[src/rtl/alu_inverse.sv]
// alu_inverse
// -----------------------------------------------------------------------------
// Sequential inverse-operation unit companion to the accumulator ALU. It undoes
// add / multiply / shift with subtract / divide / logical right shift, plus a
// hold operation. Subtract, shift, hold and divide-by-zero finish in one cycle.
// A regular divide runs an 8-iteration restoring divider.
//
// Handshake: a request is accepted on a rising Clock edge where Start = 1 and
// the unit is IDLE (Busy = 0). Start while Busy is ignored and not queued.
// Completion is signalled by Done, a one-cycle pulse during which Result,
// Remainder and DivByZero carry the new values; those outputs then hold until
// the next accepted request.
//
// Ports
//   Clock      in   1  rising-edge clock
//   Reset_b    in   1  asynchronous active-low reset
//   Start      in   1  request, sampled only in IDLE
//   Function   in   2  0 subtract, 1 divide, 2 logical right shift, 3 hold
//   Operand    in   8  dividend / minuend / shift source
//   Data       in   4  divisor / subtrahend / shift amount
//   Result     out  8  registered result
//   Remainder  out  4  registered division remainder (0 for other functions)
//   Busy       out  1  high whenever the FSM is not IDLE
//   Done       out  1  one-cycle completion pulse
//   DivByZero  out  1  set by a divide with Data == 0
//   state_dbg  out  2  current FSM state encoding (0 IDLE, 1 DIV, 2 DONE)
// -----------------------------------------------------------------------------
module alu_inverse (
  input  logic       Clock,
  input  logic       Reset_b,
  input  logic       Start,
  input  logic [1:0] Function,
  input  logic [7:0] Operand,
  input  logic [3:0] Data,
  output logic [7:0] Result,
  output logic [3:0] Remainder,
  output logic       Busy,
  output logic       Done,
  output logic       DivByZero,
  output logic [1:0] state_dbg
);

  typedef enum logic [1:0] {
    S_IDLE = 2'd0,
    S_DIV  = 2'd1,
    S_DONE = 2'd2
  } state_t;

  localparam logic [1:0] FN_SUB   = 2'd0;
  localparam logic [1:0] FN_DIV   = 2'd1;
  localparam logic [1:0] FN_SHR   = 2'd2;
  localparam logic [1:0] FN_HOLD  = 2'd3;

  state_t      state_q,     state_d;
  logic [7:0]  quot_q,      quot_d;      // quotient / dividend shift register
  logic [4:0]  prem_q,      prem_d;      // 5-bit partial remainder
  logic [3:0]  cnt_q,       cnt_d;       // iterations left
  logic [3:0]  divisor_q,   divisor_d;   // divisor latched at Start
  logic [7:0]  result_q,    result_d;
  logic [3:0]  remainder_q, remainder_d;
  logic        dbz_q,       dbz_d;

  // One restoring-division step, computed from the registered state.
  logic [4:0]  div_p;
  logic [7:0]  div_quot;
  logic [4:0]  div_prem;

  always_comb begin
    div_p    = {prem_q[3:0], quot_q[7]};
    div_quot = {quot_q[6:0], 1'b0};
    div_prem = div_p;
    if (div_p >= {1'b0, divisor_q}) begin
      div_prem    = div_p - {1'b0, divisor_q};
      div_quot[0] = 1'b1;
    end
  end

  // Next-state and datapath updates.
  always_comb begin
    state_d     = state_q;
    quot_d      = quot_q;
    prem_d      = prem_q;
    cnt_d       = cnt_q;
    divisor_d   = divisor_q;
    result_d    = result_q;
    remainder_d = remainder_q;
    dbz_d       = dbz_q;

    case (state_q)
      S_IDLE: begin
        if (Start) begin
          dbz_d     = 1'b0;
          divisor_d = Data;
          case (Function)
            FN_SUB: begin
              // 8-bit wrap, no borrow output.
              result_d    = Operand - {4'b0000, Data};
              remainder_d = 4'h0;
              state_d     = S_DONE;
            end
            FN_DIV: begin
              if (Data == 4'h0) begin
                result_d    = 8'hFF;
                remainder_d = 4'hF;
                dbz_d       = 1'b1;
                state_d     = S_DONE;
              end else begin
                quot_d  = Operand;
                prem_d  = 5'd0;
                cnt_d   = 4'd8;
                state_d = S_DIV;
              end
            end
            FN_SHR: begin
              // Shift amounts of 8..15 clear the whole byte.
              result_d    = Data[3] ? 8'h00 : (Operand >> Data[2:0]);
              remainder_d = 4'h0;
              state_d     = S_DONE;
            end
            FN_HOLD: begin
              remainder_d = 4'h0;
              state_d     = S_DONE;
            end
            default: begin
              state_d = S_IDLE;
            end
          endcase
        end
      end

      S_DIV: begin
        quot_d = div_quot;
        prem_d = div_prem;
        cnt_d  = cnt_q - 4'd1;
        if (cnt_q == 4'd1) begin
          // Remainder is always below the divisor, so 4 bits suffice.
          result_d    = div_quot;
          remainder_d = div_prem[3:0];
          state_d     = S_DONE;
        end
      end

      S_DONE: begin
        state_d = S_IDLE;
      end

      default: begin
        state_d = S_IDLE;
      end
    endcase
  end

  always_ff @(posedge Clock or negedge Reset_b) begin
    if (!Reset_b) begin
      state_q     <= S_IDLE;
      quot_q      <= 8'h00;
      prem_q      <= 5'd0;
      cnt_q       <= 4'd0;
      divisor_q   <= 4'h0;
      result_q    <= 8'h00;
      remainder_q <= 4'h0;
      dbz_q       <= 1'b0;
    end else begin
      state_q     <= state_d;
      quot_q      <= quot_d;
      prem_q      <= prem_d;
      cnt_q       <= cnt_d;
      divisor_q   <= divisor_d;
      result_q    <= result_d;
      remainder_q <= remainder_d;
      dbz_q       <= dbz_d;
    end
  end

  assign Result    = result_q;
  assign Remainder = remainder_q;
  assign DivByZero = dbz_q;
  assign Busy      = (state_q != S_IDLE);
  assign Done      = (state_q == S_DONE);
  assign state_dbg = state_q;

endmodule

[config.mk]
export PLATFORM = sky130hd
export DESIGN_NAME = alu_inverse
export DESIGN_NICKNAME = d
export VERILOG_FILES = /design/src/rtl/alu_inverse.sv
export SDC_FILE = /design/constraint.sdc
export NUM_CORES = 1
export LEC_CHECK = 0
export BUFFER_PORTS_ARGS = -buffer_cell sky130_fd_sc_hd__buf_2
export CORE_ASPECT_RATIO = 0.75
export CORE_MARGIN = 2
export CORE_UTILIZATION = 35
export CTS_CLUSTER_SIZE = 40
export DETAILED_ROUTE_END_ITERATION = 8
export PLACE_DENSITY = 0.61
export SLEW_MARGIN = 10
export SYNTH_ARGS = -nofsm -noshare
export SYNTH_HDL_FRONTEND = slang
export SYNTH_SLANG_ARGS = --single-unit
[constraint.sdc]
create_clock -name Clock -period 2.08 [get_ports Clock]
set_input_delay 0.104 -clock Clock [delete_from_list [all_inputs] [get_ports Clock]]
set_output_delay 0.104 -clock Clock [all_outputs]
set_load 0.03 [all_outputs]
# Word-level counts from Yosys, hierarchy flattened
# Index checks and enable logic that the tools add are counted.
[classes] n_addsub=3 shift=1 n_eq_ne=12 mul=0 n_reduce_logical=11 div_mod_pow=0 muxes=32 n_bitwise=0 n_lt_le_gt_ge=1
[op_table] operator="$mux 8" n=7
[op_table] operator="$mux 4" n=10
[op_table] operator="$pmux 4 s2" n=4
[op_table] operator="$pmux 8 s2" n=2
[op_table] operator="$pmux 8 s3" n=1
[op_table] operator="$pmux 2 s2" n=2
[op_table] operator="$reduce_and 4->1" n=2
[op_table] operator="$shr 8x3->8" n=1
[op_table] operator="$sub 8x4->8" n=1
[op_table] operator="$eq 2x2->1 const B" n=3
[op_table] operator="$mux 2" n=3
[op_table] operator="$ne 2x2->1 const B" n=3
[op_table] operator="$ge 5x4->1" n=1
[op_table] operator="$reduce_and 5->1" n=1
[op_table] operator="$eq 2x1->1 const B" n=2
[op_table] operator="$eq 4x1->1 const B" n=1
[op_table] operator="$logic_not 2->1" n=2
[op_table] operator="$logic_not 4->1" n=1
[op_table] operator="$ne 4x1->1 const B" n=1
[op_table] operator="$reduce_and 2->1" n=2
[op_table] operator="$reduce_bool 2->1" n=2
[op_table] operator="$sub 4x1->4 const B" n=1
[op_table] operator="$sub 4x4->4" n=1
[op_table] operator="$mux 1" n=3
[op_table] operator="3 further kinds" n=3
[totals] ramBits=0 regBits=35 word_cells=68 romBits=0 memories=0 latch_bits=0

# Depth between registers and ports, before layout
[depth] ltp_word=5 mapped_depth=9

# Worst setup path before layout
# OpenSTA, ideal clock, no wires.
[synth_timing] path_type="reg2reg" start="register state_q[1] (netlist: state_dbg[1])" end="register result_q[3] (netlist: Result[3])" arrival_time_ns=1.742 slack_ns=0.208 t_required_ns=1.950 setup_time_ns=0.130 synth_period_minus_slack_ns=1.872 stages_incl_launch_ff=8 cell_sequence="dfrtp_1 > buf_6 > or4_1 > a21oi_2 > nor3_4 > buf_6 > nor2_1 > a31oi_2"
[synth_via] elab_chain_cells=3 elab_cells_between_ends=9 cone_classes="eq/ne: 5; mux: 1; reduce/logical: 3"
[synth_rtl] element="start, declared" line="54" text="state_t state_q, state_d;"
[synth_rtl] element="start signal, assigned" line="164" text="state_q <= state_d;"
[synth_rtl] element="$logic_not 2->1 or $eq 2x1->1 (tied branches)" line="89" text="case (state_q)"
[synth_rtl] element="$ne 4x1->1 (no line), or another cell as far along"
[synth_rtl] element="$reduce_and 5->1 (no line)"
[synth_rtl] element="end signal, assigned" line="169" text="result_q <= result_d;"
[synth_rtl] element="end, declared" line="59" text="logic [7:0] result_q, result_d;"
# Several ways; a longest one is shown, not always the timed one.
# A chain may end at the register's enable or synchronous reset.

# Worst setup path after layout
[layout_timing] start="register state_q[1] (netlist: state_dbg[1])" end="register quot_q[0]"
[layout_via] elab_chain_cells=3 elab_cells_between_ends=8 cone_classes="eq/ne: 4; mux: 1; reduce/logical: 3"
[layout_rtl] element="$logic_not 2->1 or $eq 2x1->1 (tied branches)" line="89"
[layout_rtl] element="$ne 2x1->1 (no line), or another cell as far along"
[layout_rtl] element="$reduce_and 4->1 (no line)"
[layout_rtl] element="end signal, assigned" line="165" text="quot_q <= quot_d;"
[layout_rtl] element="end, declared" line="55" text="logic [7:0] quot_q, quot_d;"
# Several ways; a longest one is shown, not always the timed one.

==> impl_metrics.tcl <==
set metrics [dict create \
    worstMarginPinSlew_ns 0.875 \
    timing.setup.critical_path_class "flop to flop" \
    setup_violations 0 \
    core_sq_um 6700 \
    r2r_slack_ns 0.17 \
    syn_area_sq_um 2390 \
    clock-skew-final_ns 0.00580 \
    syn_inst 250 \
    rows 26 \
    hold_viol_final 0 \
    fin_setup_tns_ns 0 \
    drv_slew 0 \
    layout-drive-gt1-share 0.226 \
    grt_pass1_wl_um 9920 \
    io_pins 34 \
    fin_nets 319 \
    yosysMostFrequentCell "dfrtp_1" \
    detail-route-antenna-nets 0 \
    critPathLaunch "state_dbg[1]" \
    die_w_um 99.5 \
    r2r_cells 4 \
    drc 0 \
    hp-class "primary input to flop" \
    critPathMaxFanout 11 \
    cts_tree "built" \
    grt_usage 0.169 \
    seq_area_frac_synth 0.366 \
    dr.first_iter.drc_count 145 \
    peakVddDrop_v 0.000657 \
    synth_area_leaders "dfrtp_1 (37%), ha_1 (6.8%), inv_1 (3.5%), nand2_1 (3.0%), a222oi_1 (2.9%)" \
    critical_path.slowest_cell "nor2b_1" \
    drv_cap 0 \
    antenna_cells 0 \
    synth_top_area_frac 0.366 \
    die_h_um 75.6 \
    leakage_uw 0.00129 \
    clock_sinks 35 \
    vias 2005 \
    cp-end-kind "flop" \
    clk_path_buf_depth 2 \
    synth_edf_count 0 \
    avgViaCountPerCell 5.39 \
    hold_path_depth 3 \
    status "finished clean" \
    worst_hold_slack_ns 0.115 \
    rsz0062_at_grt "no" \
    critical_path.endpoint "quot_q[0]" \
    yosysWarningCount 0 \
    cp.arrival_ns 2.12 \
    ys.flop_type "dfrtp_1" \
    cts_setup_buffers 0 \
    synth_nets 282 \
    synthToLayoutAreaGrowth_pct 16.7 \
    start_util 0.357 \
    fin_crit_ns 1.91 \
    r2r-start "state_dbg[1]" \
    cts_max_level 2 \
    required_ns 2.29 \
    gp_congestion 0.936 \
    ys_async_sr_fraction 1.00 \
    critPathLaunchType "flop" \
    slew_headroom 0.416 \
    finalCritPeriodShare 0.918 \
    critPathMaxStageDelay_ns 0.73 \
    grt_max_degree 36 \
    drt_pre_antenna_iters 4 \
    reg2reg_to "quot_q[0]" \
    grt_pass1_vias 1946 \
    grt-ovfl-total 0 \
    cts_buffers 5 \
    synthTopCellsByCount "dfrtp_1 (35), inv_1 (22), nand2_1 (19), nor2_1 (15), o21ai_0 (14)" \
    syn_avg_cell_area_sq_um 9.57 \
    io_buffers 33 \
    path_clk_slew_ns 0.08 \
    clkLatencyLatePin_ns 0.29 \
    cts_resized 0 \
    wl_per_cell_um 15.8 \
    post-dp-hpwl_um 4480 \
    crit_chain "nor3b_2 -> nor2b_1 -> a22oi_1 -> o21ai_0" \
    fin_util 0.417 \
    dieArea_sq_um 7520 \
    yosysTopAreaCell "dfrtp_1" \
    antenna_found_initial 0 \
    cts_root_buffer "clkbuf_8" \
    powerDensity_nw_per_um2 1420 \
    synth_cell_types 56 \
    synth-seq-cells 35 \
    fmax_ghz 0.524 \
    wl_um 5890 \
]
==> how the worst min path moves through the flow <==
stage / endpoint / slack [ns] / from
6_report: quot_q[0] / 0.11 / Operand[0]
5_1_grt: quot_q[0] / 0.11 / Operand[0]
4_1_cts: quot_q[0] / 0.10 / Operand[0]
3_5_place_dp: Result[7] / 0.25 / Reset_b
3_3_place_gp: cnt_q[3] / 0.25 / Reset_b
2_1_floorplan: DivByZero / -0.19 / Reset_b
==> cell families (layout without fill, tap and decap cells) <==
kind of cell | after synthesis | after routing | synth area share
compound gates | 73 | 73 | 0.233
xor+xnor | 6 | 6 | 0.0220
fa+ha+maj | 15 | 15 | 0.0847
buf+inv | 37 | 75 | 0.0716
flops | 35 | 35 | 0.366
mux | 11 | 11 | 0.0581
simple gates | 73 | 73 | 0.164
==> through the flow <==
step	total power, uW	std cells	area, sq um	worst slack, ns
finish	3960	372	2790	0.171
global route	4280	372	2790	0.0134
CTS	3990	372	2790	0.153
detailed placement	3310	363	2660	0.0704
global placement	3260	363	2660	0.115
floorplan	2740	250	2390	0.208
==> state kept, by name (all words and copies together) (netlist names) <==
register / cells
Result: 8
quot_q: 8
Remainder: 4
cnt_q: 4
divisor_q: 4
prem_q: 4
state_dbg: 2
DivByZero: 1
==> routing by layer <==
layer	share of wire	global-route usage	vias to the layer above	wire [um]
li1	-	-	993	-
met4	0.0058	0.0487	0	34
met2	0.42	0.255	48	2490
met3	0.049	0.0349	4	288
met1	0.52	0.247	960	3080
met5	0	0	-	0
==> critical path: cells and delay by family, from the launching register on <==
family,cells,cell delay (ns)
compound gates,2,0.34
flops,1,0.49
simple gates,2,1.00
==> layout by cell type, fill, tap and decap left out, types with 2 or more instances in the layout <==
cell	n
dfrtp_1	35
buf_2	33
inv_1	22
nand2_1	19
nor2_1	15
o21ai_0	14
ha_1	13
buf_4	8
a21oi_1	7
a222oi_1	7
nor2b_1	6
mux2i_1	6
o22a_1	6
a21o_1	6
xor2_1	6
clkbuf_8	6
o21ai_1	5
o211ai_1	5
nor3_1	5
nand2b_1	4
nand4_1	3
o21a_1	3
nand3_1	3
o31a_1	3
nor3b_1	3
a31oi_1	3
a31oi_2	3
o31ai_1	2
mux2_2	2
or4_1	2
nor4_1	2
o221ai_1	2
mux4_2	2
fa_1	2
==> cell type report <==
| class | count | area (sq um) |
|---|---|---|
| Multi-Input combinational cell | 178 | 1350 |
| Fill cell | 665 | 3910 |
| Sequential cell | 35 | 876 |
| Clock inverter | 2 | 38.8 |
| Tap cell | 84 | 105 |
| Inverter | 24 | 90.1 |
| Clock buffer | 6 | 82.6 |
| Timing Repair Buffer | 43 | 255 |
==> power by group <==
part	leakage, uW	internal, uW	switching, uW
clock network	0.0000618	395	272
logic	0.000799	815	1250
registers	0.000427	990	239
==> what timing repair did <==
action / in CTS / in global routing
hold buffers: 1 / 0
setup endpoints to repair: 0 / 0
hold endpoints to repair: 35 / 0
No activity file was read; power rests on OpenSTA's default activity.
